===== src/rtl/fwrisc_regfile_mp.sv =====
// fwrisc_regfile_mp: parametrised multi-read-port register file with a post-reset clear sweep.
// Optional feature macro FWRISC_REGFILE_BYPASS_EN forwards same-edge write data to matching reads.
module fwrisc_regfile_mp #(
    parameter int unsigned DATA_WIDTH = 32,
    parameter int unsigned ADDR_WIDTH = 6,
    parameter int unsigned N_READ     = 2
) (
    input  logic                         clock,
    input  logic                         reset,
    input  logic [N_READ*ADDR_WIDTH-1:0] raddr,
    output logic [N_READ*DATA_WIDTH-1:0] rdata,
    input  logic [ADDR_WIDTH-1:0]        waddr,
    input  logic [DATA_WIDTH-1:0]        wdata,
    input  logic                         wen,
    output logic                         ready
);
    localparam int unsigned DEPTH = 1 << ADDR_WIDTH;
    localparam int unsigned CNT_W = ADDR_WIDTH + 1;

    typedef enum logic [0:0] {StClear, StReady} state_e;

    state_e                state;
    logic [CNT_W-1:0]      cnt;
    logic [DATA_WIDTH-1:0] mem [DEPTH];

    logic                  mem_we;
    logic [ADDR_WIDTH-1:0] mem_waddr;
    logic [DATA_WIDTH-1:0] mem_wdata;
    logic [DATA_WIDTH-1:0] rd_next [N_READ];

    // The clear sweep owns the write port until ready; entry 0 is never written afterwards.
    always_comb begin
        mem_we    = 1'b0;
        mem_waddr = waddr;
        mem_wdata = wdata;
        if (!reset) begin
            if (state == StClear) begin
                mem_we    = 1'b1;
                mem_waddr = cnt[ADDR_WIDTH-1:0];
                mem_wdata = '0;
            end else if (wen && (waddr != '0)) begin
                mem_we = 1'b1;
            end
        end
    end

    always_ff @(posedge clock) begin
        if (mem_we) begin
            mem[mem_waddr] <= mem_wdata;
        end
    end

    always_comb begin
        for (int i = 0; i < N_READ; i++) begin
            rd_next[i] = mem[raddr[i*ADDR_WIDTH +: ADDR_WIDTH]];
`ifdef FWRISC_REGFILE_BYPASS_EN
            if (wen && (waddr == raddr[i*ADDR_WIDTH +: ADDR_WIDTH])) begin
                rd_next[i] = wdata;
            end
`endif
            if (raddr[i*ADDR_WIDTH +: ADDR_WIDTH] == '0) begin
                rd_next[i] = '0;
            end
        end
    end

    always_ff @(posedge clock) begin
        if (reset) begin
            state <= StClear;
            cnt   <= '0;
            ready <= 1'b0;
            rdata <= '0;
        end else begin
            unique case (state)
                StClear: begin
                    cnt   <= cnt + 1'b1;
                    rdata <= '0;
                    if (cnt == CNT_W'(DEPTH - 1)) begin
                        state <= StReady;
                        ready <= 1'b1;
                    end
                end
                StReady: begin
                    for (int i = 0; i < N_READ; i++) begin
                        rdata[i*DATA_WIDTH +: DATA_WIDTH] <= rd_next[i];
                    end
                end
                default: state <= StClear;
            endcase
        end
    end

endmodule


===== config.mk =====
export PLATFORM = sky130hd
export DESIGN_NAME = fwrisc_regfile_mp
export DESIGN_NICKNAME = d
export VERILOG_FILES = /design/src/rtl/fwrisc_regfile_mp.sv
export SDC_FILE = /design/constraint.sdc
export NUM_CORES = 2
export LEC_CHECK = 0
export CORE_AREA = 4 4 418 420
export CTS_BUF_LIST = sky130_fd_sc_hd__clkbuf_2
export DETAILED_ROUTE_END_ITERATION = 6
export DIE_AREA = 0 0 422 424
export GPL_ROUTABILITY_DRIVEN = 0
export GPL_TIMING_DRIVEN = 1
export PLACE_DENSITY_LB_ADDON = 0.15
export SYNTH_ARGS = -nofsm -noshare
export SYNTH_HDL_FRONTEND = slang
export SYNTH_SLANG_ARGS = --single-unit

===== constraint.sdc =====
create_clock -name clock -period 3.4 [get_ports clock]
set_input_delay 0.51 -clock clock [delete_from_list [all_inputs] [get_ports clock]]
set_output_delay 0.51 -clock clock [all_outputs]
set_load 0.01 [all_outputs]

Yosys cells after proc, flatten, opt, wreduce, memory -nomap -nowiden
Memory sizes are Yosys's and may differ from the RTL's.
Cells that the tools add are included.
{"block": "totals", "in_bits": 53, "ram_bits": 2048, "memories": 1, "ff_bits": 73, "output_inout_bits": 65}
{"block": "classes", "n_reduce_logical": 5, "muxes": 14, "eq_ne": 1, "n_addsub": 1, "bitwise": 1}
{"name": "mem", "depth": 64, "word_bits": 32, "rd": 2, "rd_ports_with_merged_regs": 0, "wr": 1, "line_no": "24", "text": "logic [DATA_WIDTH-1:0] mem [DEPTH];"}
{"cell": "32-bit 2-to-1 mux", "count": 4}
{"cell": "64-bit case mux with 2 select lines", "count": 1}
{"cell": "6-bit zero test", "count": 2}
{"cell": "6-bit 2-to-1 mux", "count": 2}
{"cell": "7-bit by 1-bit adder with 7-bit output (second input constant)", "count": 1}
{"cell": "7-bit by 6-bit == test with 1-bit output (second input constant)", "count": 1}
{"cell": "1-bit 2-to-1 mux", "count": 7}
{"cell": "6-bit nonzero test", "count": 1}
{"cell": "2-bit AND reduction", "count": 1}
{"cell": "1-bit logical AND", "count": 1}
{"cell": "1-bit inverter", "count": 1}

Depth between registers and ports, before layout
{"block": "logic_depth", "ltp_word": 7, "mapped_depth": 11, "depth_no_buf": 6}

Worst setup path after synthesis
Ideal clock, no wire load.
{"block": "synth_path", "kind": "input-to-reg", "from": "input reset", "to": "memory mem[0][0] (enable)", "t_required_ps": 2979, "arrival_ps": 2947, "setup_time_ps": 421, "path_slack_ps": 32, "n_path_buf": 2, "path_stages": 6, "path_cell_list": "or2_2 clkbuf_1 clkbuf_1 o31ai_1 nand2_1 nor2_1"}
{"block": "synth_between", "elab_chain_cells": 3, "word_cells_on_any_way": 4, "cone_classes": "mux: 4"}
{"element": "start: declaration", "line_no": "9", "text": "input logic reset,"}
{"element": "1-bit 2-to-1 mux", "line_no": "36", "text": "if (!reset) begin"}
{"element": "1-bit 2-to-1 mux", "line_no": "48", "text": "if (mem_we) begin"}
{"element": "1-bit 2-to-1 mux (not written as such)", "line_no": "49", "text": "mem[mem_waddr] <= mem_wdata;"}
{"element": "end: declaration", "line_no": "24"}
Several ways; a longest one is shown, not always the timed one.

Worst setup path after layout
{"block": "layout_path", "from": "input raddr[6]", "to": "register rdata[49]"}
{"block": "layout_between", "elab_chain_cells": 3, "word_cells_on_any_way": 4, "cone_classes": "mux: 2; reduce/logical: 1; memory: 1"}
{"element": "start: declaration", "line_no": "10", "text": "input logic [N_READ*ADDR_WIDTH-1:0] raddr,"}
{"element": "memory 64 x 32 bit or 6-bit zero test (tied branches)"}
{"element": "32-bit 2-to-1 mux (*)", "line_no": "61", "text": "if (raddr[i*ADDR_WIDTH +: ADDR_WIDTH] == '0) begin"}
{"element": "64-bit case mux with 2 select lines (*)", "line_no": "74", "text": "unique case (state)"}
{"element": "end signal: indexed assignment", "line_no": "85", "text": "rdata[i*DATA_WIDTH +: DATA_WIDTH] <= rd_next[i];"}
{"element": "end: declaration", "line_no": "11", "text": "output logic [N_READ*DATA_WIDTH-1:0] rdata,"}
Mark *: on every way between the ends. The rest lies on a longest branch, timed or not.
A chain may end at the register's enable or synchronous reset.

==> impl_metrics.env <==
export IMPL_status="finished clean"
export IMPL_numCtsBuffers=559
export IMPL_netlist_area_sq_um=96910
export IMPL_yosysUniqueCellTypes=59
export IMPL_fin_ws_ns=0.03225
export IMPL_synthSimpleGateAreaFrac=0.02087
export IMPL_worstPathRequired_ns=5.14
export IMPL_wl_per_cell_um=38.09
export IMPL_placed_area_sq_um=105100
export IMPL_p_total_mw=50.90
export IMPL_synthCells=4935
export IMPL_maxSlewViolCount=0
export IMPL_cts_tree="built"
export IMPL_clockBufferDepth=4
export IMPL_hold_end="rdata[27]"
export IMPL_maxSlewHeadroom=0.1340
export IMPL_dp_slack_ns=-0.6301
export IMPL_reg2regPathDepth=7
export IMPL_rows=152
export IMPL_area_delta_synth_final_pct=14.36
export IMPL_drt_first_iter_violations=8947
export IMPL_period_share=0.9905
export IMPL_yosysTopAreaCell="edfxtp_1"
export IMPL_multiInputGateArea_sq_um=32450
export IMPL_antenna_found_initial=16
export IMPL_p_leak_nw=37.53
export IMPL_via_per_inst=7.174
export IMPL_initial_utilization=0.5668
export IMPL_yosysWarnings=0
export IMPL_synthAdderAreaFrac=0.0001291
export IMPL_crit_type="input port to flop"
export IMPL_critPathCaptureType="flop"
export IMPL_holdCritPathClass="input port to flop"
export IMPL_rsz0062_at_grt="no"
export IMPL_hpwl_um=200200
export IMPL_synth_seq_cells=2121
export IMPL_worstHoldPathCells=6
export IMPL_die_h_um=424
export IMPL_die_x_um=422
export IMPL_first_pass_iters=6
export IMPL_setup_viol=0
export IMPL_grt_pass1_vias=60970
export IMPL_clk_pin_slew_ns=0.10
export IMPL_ant_nets=0
export IMPL_synth_area_mux_share=0.2632
export IMPL_synth_top_family_by_area="multiplexers"
export IMPL_core_area_sq_um=171000
export IMPL_drv_cap=0
export IMPL_layout_drive_gt1_share=0.3992
export IMPL_dieArea_sq_um=178900
export IMPL_syn_area_per_cell_sq_um=19.64
export IMPL_worstHoldStart="raddr[1]"
export IMPL_h_tree_depth=6
export IMPL_ios=118
export IMPL_min_period_ns=3.368
export IMPL_holdWs_ns=0.1784
export IMPL_start_kind="input port"
export IMPL_async_reset_ff_frac=0
export IMPL_worst_pin_slew_ns=1.299
export IMPL_cellPowerDensity_nw_per_um2=459.3
export IMPL_synth_compound_area_frac=0.04417
export IMPL_syn_num_nets=4989
export IMPL_r2r_start="state"
export IMPL_grtUsageTotal=0.3594
export IMPL_grt_ovfl_total=0
export IMPL_ys_seq_area_frac=0.6497
export IMPL_synth_xor_area_share=0.0003615
export IMPL_synth_edff_count=2048
export IMPL_ff2ff_setup_slack_ns=0.03
export IMPL_n_fill_cell=11780
export IMPL_root_buffer="clkbuf_2"
export IMPL_grt_start_max_net_pins=65
export IMPL_clkSinkCount=2121
export IMPL_final_area_sq_um=110800
export IMPL_synth_top_area_frac=0.6346
export IMPL_r2r_end="rdata[39]"
export IMPL_synth_area_leaders="edfxtp_1, mux4_2, mux2i_1"
export IMPL_finClkSkew_ns=0.1288
export IMPL_grt_pass1_wl_um=448900
export IMPL_seqCellArea_sq_um=63000
export IMPL_worstSkewPairLatency_ns=1.92
export IMPL_portBuffers=117
export IMPL_vias=60310
export IMPL_cp_max_fo=16
export IMPL_irDropWorstVdd_mv=0.4026
export IMPL_fin_nets=5831
export IMPL_arrival_ns=5.11
export IMPL_post_cts_buffers=0
export IMPL_fmaxAchievable_mhz=296.9
export IMPL_finalHoldViolations=0
export IMPL_drc=0
export IMPL_routed_wl_um=320200
export IMPL_synth_main_ff_cell="edfxtp_1"
## how the worst max path moves through the flow
stage / from / end / slack [ns] / cells past startpoint
floorplan: reset / mem[0][0] / 0.03 / 6
global placement: reset / rdata[47] / -0.66 / 9
detailed placement: reset / rdata[47] / -0.63 / 9
CTS: rdata[46] / rdata[46] / 0.001 / 1
global route: state / rdata[54] / 0.02 / 8
finish: raddr[6] / rdata[49] / 0.03 / 13
## routing by layer
metal / track usage / wire, um / part of all wire
met2: 0.5468 / 147500 / 0.46
met4: 0.1798 / 17960 / 0.056
met3: 0.1037 / 43990 / 0.14
met1: 0.4809 / 110600 / 0.35
met5: 0.006452 / 204 / 0.00064
## worst max-delay path: stages
cell           delay, ns
dlygate4sd3_1       0.53
dlygate4sd3_1       0.61
buf_8               0.23
buf_12              0.23
buf_12              0.21
mux4_2              0.52
nand2_1             0.08
nand4_1             0.10
dlygate4sd3_1       0.61
o211ai_1            0.14
dlygate4sd3_1       0.63
nand2_1             0.09
dlygate4sd3_1       0.59
## cell usage in the layout, fill, tap and decap left out, types with 12 or more instances in the layout
| cell type | count |
|---|---|
| edfxtp_1 | 2048 |
| mux4_2 | 950 |
| clkbuf_2 | 815 |
| mux2i_1 | 344 |
| buf_4 | 277 |
| buf_12 | 182 |
| nor2_1 | 145 |
| nand2_1 | 133 |
| o22ai_1 | 125 |
| clkinv_1 | 101 |
| dlygate4sd3_1 | 86 |
| nor2_4 | 66 |
| dlygate4sd2_1 | 65 |
| a211oi_1 | 62 |
| mux2_2 | 58 |
| a211o_1 | 55 |
| dfxtp_1 | 55 |
| a21oi_1 | 54 |
| a22oi_1 | 54 |
| a221oi_1 | 46 |
| clkdlybuf4s50_1 | 43 |
| o221ai_1 | 41 |
| o21ai_0 | 39 |
| o21ai_1 | 38 |
| and2_2 | 31 |
| nand3_1 | 29 |
| a221o_1 | 17 |
| inv_2 | 15 |
| a21o_1 | 15 |
| nor3_1 | 14 |
| diode_2 | 12 |
## cell usage after synthesis (all sizes together), types with 4 or more instances
cell type	number
nor2	213
edfxtp	2048
dfxtp	73
mux2	59
buf	241
o31ai	9
a211oi	63
a21boi	4
o2111ai	5
or3	4
nand3	29
mux2i	344
nor2b	16
nor3	15
nand4	4
a21o	15
a21oi	54
a211o	55
clkinv	4
and2	35
o21ai	77
a22oi	54
o32ai	5
a31oi	5
a221oi	46
o221ai	41
mux4	950
a221o	17
nand2	136
inv	4
o22ai	125
o211ai	6
nand3b	9
clkbuf	138
## per-stage QoR
| stage | TNS [ns] | util | std cells |
|---|---|---|---|
| 2_1_floorplan | 0 | - | 4935 |
| 3_3_place_gp | -1.338 | 0.6148 | 7362 |
| 4_1_cts | 0 | 0.6481 | 8397 |
| 3_5_place_dp | -1.427 | 0.6148 | 7362 |
| 6_report | 0 | 0.6482 | 8407 |
| 5_1_grt | 0 | 0.6481 | 8401 |
## state kept, by name, summed over array words and instances, names as in the netlist
register and count:
state 1, cnt 7, ready 1, rdata 64, mem 2048
## what timing repair did
item | 4_1_cts | 5_1_grt
endpoints found under the hold margin | 3672 | 0
gates cloned | 0 | 0
hold buffers | 89 | 0
endpoints found under the setup margin | 66 | 3
gates resized for setup | 91 | 0
## layout make-up
cell class / instances / area share
repair buffers: 660 / 0.06935
flip-flops and latches: 2121 / 0.5685
inverters: 8 / 0.0003500
clock buffers: 815 / 0.03681
well taps: 2233 / 0.02521
clock inverters: 131 / 0.006707
multi-input cells: 2427 / 0.2928
diodes: 12 / 0.0002710
## power by group
part           leakage (nW)  switching (mW)  internal (mW)
registers              19.3          0.0487           28.7
logic                  14.5            2.66           1.97
clock network          3.76            10.5           7.02
total                  37.5            13.2           37.7
## logic make-up after synthesis
| group | Yosys count |
|---|---|
| AOI/OAI and AO/OA | 600 |
| xor gates and xnor gates | 4 |
| adders and majority gates | 1 |
| buffers and inverters | 387 |
| DFF | 2121 |
| muxes | 1353 |
| and+or+nand+nor | 469 |
Power figures use the tool's default switching activity.
